File: src/rtl/fetch_sequencer.sv
// fetch_sequencer: PC owner and fetch controller that launches, steps, redirects and halts programs
module fetch_sequencer #(
  parameter int AW = 11,
  parameter logic [AW-1:0] PROG0_BASE = AW'(0),
  parameter logic [AW-1:0] PROG1_BASE = AW'(256),
  parameter logic [AW-1:0] PROG2_BASE = AW'(512),
  parameter int CW = 16
) (
  input  logic          Clk,
  input  logic          Reset,
  input  logic          Start,
  input  logic [1:0]    ProgSel,
  input  logic          Stall,
  input  logic          HaltReq,
  input  logic          BranchEn,
  input  logic          BranchAbs,
  input  logic [AW-1:0] Target,
  output logic [AW-1:0] InstAddress,
  output logic          InstValid,
  output logic          Busy,
  output logic          Done,
  output logic          Fault,
  output logic [CW-1:0] RetireCount
);
  typedef enum logic {IDLE, RUN} state_t;
  state_t state, state_n;
  logic [AW-1:0] pc_n, base;
  logic [CW-1:0] count_n;
  logic fault_n, done_n, retire;
  assign base = ProgSel == 2'd0 ? PROG0_BASE : ProgSel == 2'd1 ? PROG1_BASE : PROG2_BASE;
  assign retire = state == RUN && !Stall;
  assign InstValid = state == RUN;
  assign Busy = state == RUN;
  always_ff @(posedge Clk or posedge Reset)
    if (Reset) begin
      state <= IDLE;
      InstAddress <= PROG0_BASE;
      RetireCount <= '0;
      Fault <= 1'b0;
      Done <= 1'b0;
    end else begin
      state <= state_n;
      InstAddress <= pc_n;
      RetireCount <= count_n;
      Fault <= fault_n;
      Done <= done_n;
    end
  // Halt has priority over branch; only sequential fall-through off the last word faults
  always_comb begin
    state_n = state;
    pc_n = InstAddress;
    count_n = RetireCount;
    fault_n = Fault;
    done_n = 1'b0;
    if (state == IDLE && Start) begin
      state_n = RUN;
      pc_n = base;
      count_n = '0;
      fault_n = 1'b0;
    end else if (retire) begin
      count_n = &RetireCount ? RetireCount : RetireCount + 1'b1;
      if (HaltReq) begin
        state_n = IDLE;
        done_n = 1'b1;
      end else if (BranchEn)
        pc_n = BranchAbs ? Target : InstAddress + Target;
      else if (&InstAddress) begin
        state_n = IDLE;
        fault_n = 1'b1;
      end else
        pc_n = InstAddress + 1'b1;
    end
  end
endmodule

File: config.mk
export PLATFORM = sky130hd
export DESIGN_NAME = fetch_sequencer
export DESIGN_NICKNAME = d
export VERILOG_FILES = /design/src/rtl/fetch_sequencer.sv
export SDC_FILE = /design/constraint.sdc
export NUM_CORES = 1
export LEC_CHECK = 0
export CAP_MARGIN = 20
export CORE_MARGIN = 2
export CORE_UTILIZATION = 55
export CTS_BUF_LIST = sky130_fd_sc_hd__clkbuf_8 sky130_fd_sc_hd__clkbuf_16
export CTS_CLUSTER_DIAMETER = 60
export DETAILED_ROUTE_END_ITERATION = 6
export PLACE_DENSITY = 0.86
export RECOVER_POWER = 25
export SLEW_MARGIN = 10
export SYNTH_ARGS = -nofsm -noshare
export SYNTH_HDL_FRONTEND = slang
export SYNTH_SLANG_ARGS = --single-unit
File: constraint.sdc
create_clock -name Clk -period 5.1 [get_ports Clk]
set_input_delay 1.02 -clock Clk [delete_from_list [all_inputs] [get_ports Clk]]
set_output_delay 1.02 -clock Clk [all_outputs]
set_load 0.005 [all_outputs]
==> Word-level counts from Yosys, hierarchy flattened <==
Index checks and enable logic that the tools add are counted.
{ "op_classes": {"n_mux": 24, "addsub": 3, "eq_ne": 6, "div_mod_pow": 0, "multipliers": 0, "bitwise_logic": 1, "shift": 0, "reduce_logical": 13, "magnitude_cmp": 0} }
{ "op_table": {"columns": ["operator", "n"], "rows": [
  ["$mux W11", 6],
  ["$mux W16", 3],
  ["$mux W10", 2],
  ["$add A16 B1 Y16 const B", 1],
  ["$reduce_and A16 Y1", 1],
  ["$mux W1", 13],
  ["$add A11 B1 Y11 const B", 1],
  ["$add A11 B11 Y11", 1],
  ["$reduce_and A11 Y1", 1],
  ["$reduce_and A3 Y1", 2],
  ["$ne A2 B1 Y1 const B", 2],
  ["$reduce_and A4 Y1", 1],
  ["$reduce_bool A2 Y1", 2],
  ["$ne A3 B2 Y1 const B", 1],
  ["$ne A3 B3 Y1 const B", 1],
  ["$reduce_bool A3 Y1", 1],
  ["$eq A2 B1 Y1 const B", 1],
  ["$logic_and A1 B1 Y1", 2],
  ["$logic_not A2 Y1", 1],
  ["$ne A2 B2 Y1 const B", 1],
  ["$reduce_and A2 Y1", 1],
  ["$logic_not A1 Y1", 1],
  ["$not A1 Y1", 1]
]} }
{ "totals": {"inputBits": 20, "romBits": 0, "latchBits": 0, "output_inout_bits": 31, "mem_count": 0, "ram_bits": 0, "register_bits": 30, "elab_cells": 52} }

==> Logic depth before layout (Yosys ltp) <==
{ "logic_depth": {"ltp_word": 6, "mapped_depth": 8, "ltp_nobuf": 8} }

==> Least setup slack after synthesis <==
No wires, ideal clock.
{ "synth_timing": {"path_kind": "input to register", "start": "in Target[0]", "end": "reg InstAddress[6]", "t_arrival_ns": 2.724, "slack_ns": 2.253, "n_path_buf": 0, "setup_ns": 0.123, "cell_stages": 8, "required_ns": 4.977, "cell_sequence": "ha_1 -> fa_1 -> a21oi_1 -> o21ai_0 -> a211o_1 -> a21oi_1 -> nor3_1 -> o221a_2"} }
{ "synth_between": {"elab_chain_cells": 6} }
{ "synth_rtl": {"columns": ["element", "line_no", "text"], "rows": [
  ["start: declaration", "17", "input logic [AW-1:0] Target,"],
  ["$add A11 B11 Y11", "66", "pc_n = BranchAbs ? Target : InstAddress + Target;"],
  ["$mux W11", "66", null],
  ["$mux W11", "65", "end else if (BranchEn)"],
  ["$mux W11", "62", "if (HaltReq) begin"],
  ["$mux W11", "60", "end else if (retire) begin"],
  ["$mux W11", "55", "if (state == IDLE && Start) begin"],
  ["end signal: assignment", "43", "InstAddress <= pc_n;"],
  ["end: declaration", "18", "output logic [AW-1:0] InstAddress,"]
]} }
No other way between the ends. The select of a mux whose other input is x is not followed.
A chain may end at the register's enable or synchronous reset.

==> Worst setup path in the final report <==
{ "layout_timing": {"start": "in BranchEn", "end": "reg InstAddress[3]"} }
{ "layout_between": {"elab_chain_cells": 4, "elab_cells_between_ends": 6, "classes_between": "eq/ne (1); mux (4); reduce/logical (1)"} }
{ "layout_rtl": {"columns": ["element", "line_no", "text"], "rows": [
  ["start: declaration", "15", "input logic BranchEn,"],
  ["$mux W11", "65", null],
  ["$mux W11", "62", null],
  ["$mux W11", "60", null],
  ["$mux W11", "55", null]
]} }
Parallel ways exist; a longest one is shown, timed or not. The select of a mux whose other input is x is not followed.

==> metrics.md <==
| Metric | Value |
|---|---|
| #FFs+latches synth | `30` |
| Hold depth | `2` |
| Top_reg_cell synth | `dfrtp_1` |
| Largest net degree at the start of global routing | `32` |
| Max-Cap Viols | `1` |
| Max Fclk | `0.310 GHz` |
| IO Pins | `51` |
| Worst Hold Launch | `Fault` |
| WL/cell | `15.5 µm` |
| Vias per cell | `6.02` |
| Yosys warns | `0` |
| PortBufs | `50` |
| Worst Hold End | `Fault` |
| Fin crit period | `3230 ps` |
| First DRT Iteration DRCs | `138` |
| Netlist cell types | `55` |
| Slew margin rel. | `-0.0466` |
| Post-cts sizing count | `0` |
| Slowest CP cell | `clkdlybuf4s50_1` |
| Worst Tran Pin Value | `1570 ps` |
| Required @ worst endpoint | `5270 ps` |
| Setup TNS | `0 ps` |
| Status | `complete, but fails checks` |
| EDFF count, synth | `0` |
| Clock skew | `1.86 ps` |
| Failing checks | `max-capacitance violations, max-slew violations` |
| Startpoint types | `input port` |
| Max Slew Vio Count | `31` |
| Die Height | `69.2 µm` |
| Hold-fix buffers, CTS | `0` |
| Clk root buf | `clkbuf_8` |
| Vias in the first global route | `2074` |
| Layout cell share with drive strength beyond 1 | `0.0654` |
| Maximum buffer depth of the clock tree | `2` |
| Setup-failing EPs final | `0` |
| Endpoint class of the critical path | `flop` |
| Final period util | `0.633` |
| Clock sink count | `30` |
| N_diodes | `0` |
| Fillers | `334` |
| Cell Rows | `23` |
| Crit path cell chain | `clkdlybuf4s50_1, nand2b_1, nor4_2, nor3_2, o21ai_0, a32o_1` |
| DRC errors left | `0` |
| PD cells | `300 nW/µm²` |
| First-pass GRT wire length | `9740 µm` |
| Worst reg2reg endpoint | `InstAddress[6]` |
| CP startpoint | `BranchEn` |
| Syn-to-layout area delta | `25.5%` |
| HP Class | `flop to flop` |
| Worst-path fanout max | `31` |
| Gpl congestion | `0.847` |
| Initial antenna violation count | `0` |
| Register area share after synthesis | `0.321` |
| Vias | `2234` |
| DRT Pass-1 Iters | `4` |
| Mapped Area | `2340 µm²` |
| CTS tree | `built` |
| Ys async rst share | `1.00` |
| Synth Net Count | `306` |
| Total Die Area | `4790 µm²` |
| Synth Instances | `273` |
| Syn Area/Cell | `8.56 µm²` |
| Routed WL | `5740 µm` |
| Post-DRT Antenna Nets | `0` |
| DP HPWL | `4210 µm` |
| Core footprint | `4060 µm²` |
| Congestion Overflow GR | `0` |
| Die width | `69.2 µm` |
| Starting Density | `0.576` |
| Biggest cell delay along the critical path | `1100 ps` |
| Insertion delay to the later sink of the worst-skew pair | `280 ps` |
| Nets@finish | `354` |
| Leakage | `1.16 nW` |
| Worst Reg2Reg Path Length in Cells | `8` |
| Num CTS Buffers | `5` |
| Worst R2R Setup Slack | `2570 ps` |
| Worst reg2reg path startpoint | `InstAddress[0]` |
| Setup repair after global routing missed its margin | `false` |
| Max IR drop VDD | `0.190 mV` |
| Min Hold Slack | `513 ps` |
| Crit Path Class | `input port to flop` |
| Crit path arrival time | `3400 ps` |
| Clock slew at reported path FFs | `60 ps` |
| Postcts setup bufs | `0` |
| Total GRT Usage | `0.247` |
| Final Hold Vio Count | `0` |
| # H-tree levels | `2` |
state kept, by name, indices dropped and copies added (netlist names):
signal / flops
Done: 1
Busy: 1
Fault: 1
RetireCount: 16
InstAddress: 11
cell usage in the layout, fill, tap and decap left out, types with 2 or more instances in the layout:
| cell type | netlist | layout |
|---|---|---|
| clkdlybuf4s50_1 | 0 | 49 |
| nor2_1 | 32 | 32 |
| dfrtp_1 | 30 | 30 |
| nand2_1 | 24 | 24 |
| o21ai_0 | 21 | 21 |
| xnor2_1 | 19 | 19 |
| a21oi_1 | 17 | 17 |
| nand3_1 | 14 | 14 |
| nor3_1 | 14 | 14 |
| ha_1 | 12 | 12 |
| inv_1 | 5 | 7 |
| nand2b_1 | 6 | 6 |
| mux2i_1 | 5 | 5 |
| clkbuf_8 | 0 | 5 |
| and3_1 | 4 | 4 |
| or3_1 | 3 | 3 |
| o21a_1 | 3 | 3 |
| a21o_1 | 3 | 3 |
| nand3b_1 | 3 | 3 |
| nand4_1 | 2 | 2 |
| and2_1 | 2 | 2 |
| and4b_1 | 2 | 2 |
| o31ai_1 | 2 | 2 |
| xor2_1 | 2 | 2 |
| nor3_2 | 2 | 2 |
| a32oi_1 | 2 | 2 |
| a32o_1 | 2 | 2 |
| o21bai_1 | 2 | 2 |
| o22ai_1 | 2 | 2 |
| o32ai_1 | 2 | 2 |
| buf_4 | 1 | 2 |
area by class of cell:
cell class	instances	area [µm²]	share of cell area
sequential	30	751	0.256
timing repair buffer	53	519	0.177
clock inverter	2	7.51	0.00256
inverter	5	18.8	0.00640
multi-input combinational	226	1510	0.513
clock buffer	5	68.8	0.0235
tap	50	62.6	0.0213
power by group:
part	switching, W	internal (W)	total (W)
Combinational	0.000175	0.000194	0.000368
Sequential	0.0000652	0.000272	0.000337
Clock	0.0000846	0.0000897	0.000174
cells by family after synthesis:
family                     Yosys count  share of synthesized area
xor gates and xnor gates            21                     0.0787
adders and majority gates           13                     0.0728
muxes                                6                     0.0262
and+or+nand+nor                    119                      0.272
DFF                                 30                      0.321
buffers and inverters               17                     0.0359
AOI/OAI and AO/OA                   67                      0.193
how the worst max path moves through the flow:
stage                                  to  slack (ps)  depth (start not counted)
final                      InstAddress[3]        1870                          6
after global routing       InstAddress[3]        1670                          6
after CTS                  InstAddress[3]        1900                          6
after detailed placement   InstAddress[3]        1620                          6
after global placement    InstAddress[10]        1680                          8
after floorplan            InstAddress[6]        2250                          8
cells in the mapped netlist (2+ instances only):
cell type  count  area (µm²)
a21o_1         3        22.5
a21oi_1       17        85.1
a32o_1         2        20.0
a32oi_1        2        17.5
and2_1         2        12.5
and3_1         4        25.0
and4b_1        2        20.0
buf_6          2        22.5
clkbuf_1       8        30.0
dfrtp_1       30         751
ha_1          12         150
inv_1          5        18.8
mux2i_1        5        50.1
nand2_1       24        90.1
nand2b_1       6        37.5
nand3_1       14        70.1
nand3b_1       3        22.5
nand4_1        2        12.5
nor2_1        32         120
nor2b_1        2        12.5
nor3_1        14        70.1
nor3_2         2        20.0
o21a_1         3        22.5
o21ai_0       21         105
o21bai_1       2        15.0
o22ai_1        2        12.5
o31ai_1        2        15.0
o32ai_1        2        17.5
or3_1          3        18.8
xnor2_1       19         166
xor2_1         2        17.5
worst max-delay path: cells and delay by family:
family / cells / cell delay [ps]
simple gates: 3 / 800
compound gates: 2 / 480
buf+inv: 1 / 1100
metal layers:
metal | vias to the layer above | share of wire | GRT usage
met5 | - | 0 | 0
met4 | 0 | 0.013 | 0.0763
met3 | 9 | 0.065 | 0.0451
met2 | 84 | 0.49 | 0.403
met1 | 1050 | 0.43 | 0.335
li1 | 1091 | - | -
metrics by stage:
stage,cell area (µm²),setup slack [ps],instances,total power (W),utilization
finish,2930,1870,371,0.000880,0.723
global route,2930,1670,371,0.000942,0.723
CTS,2940,1900,371,0.000880,0.724
detailed placement,2860,1620,364,0.000706,0.705
global placement,2860,1680,364,0.000695,0.705
floorplan,2340,2250,273,0.000558,-
(Power assumes the default switching activity.)
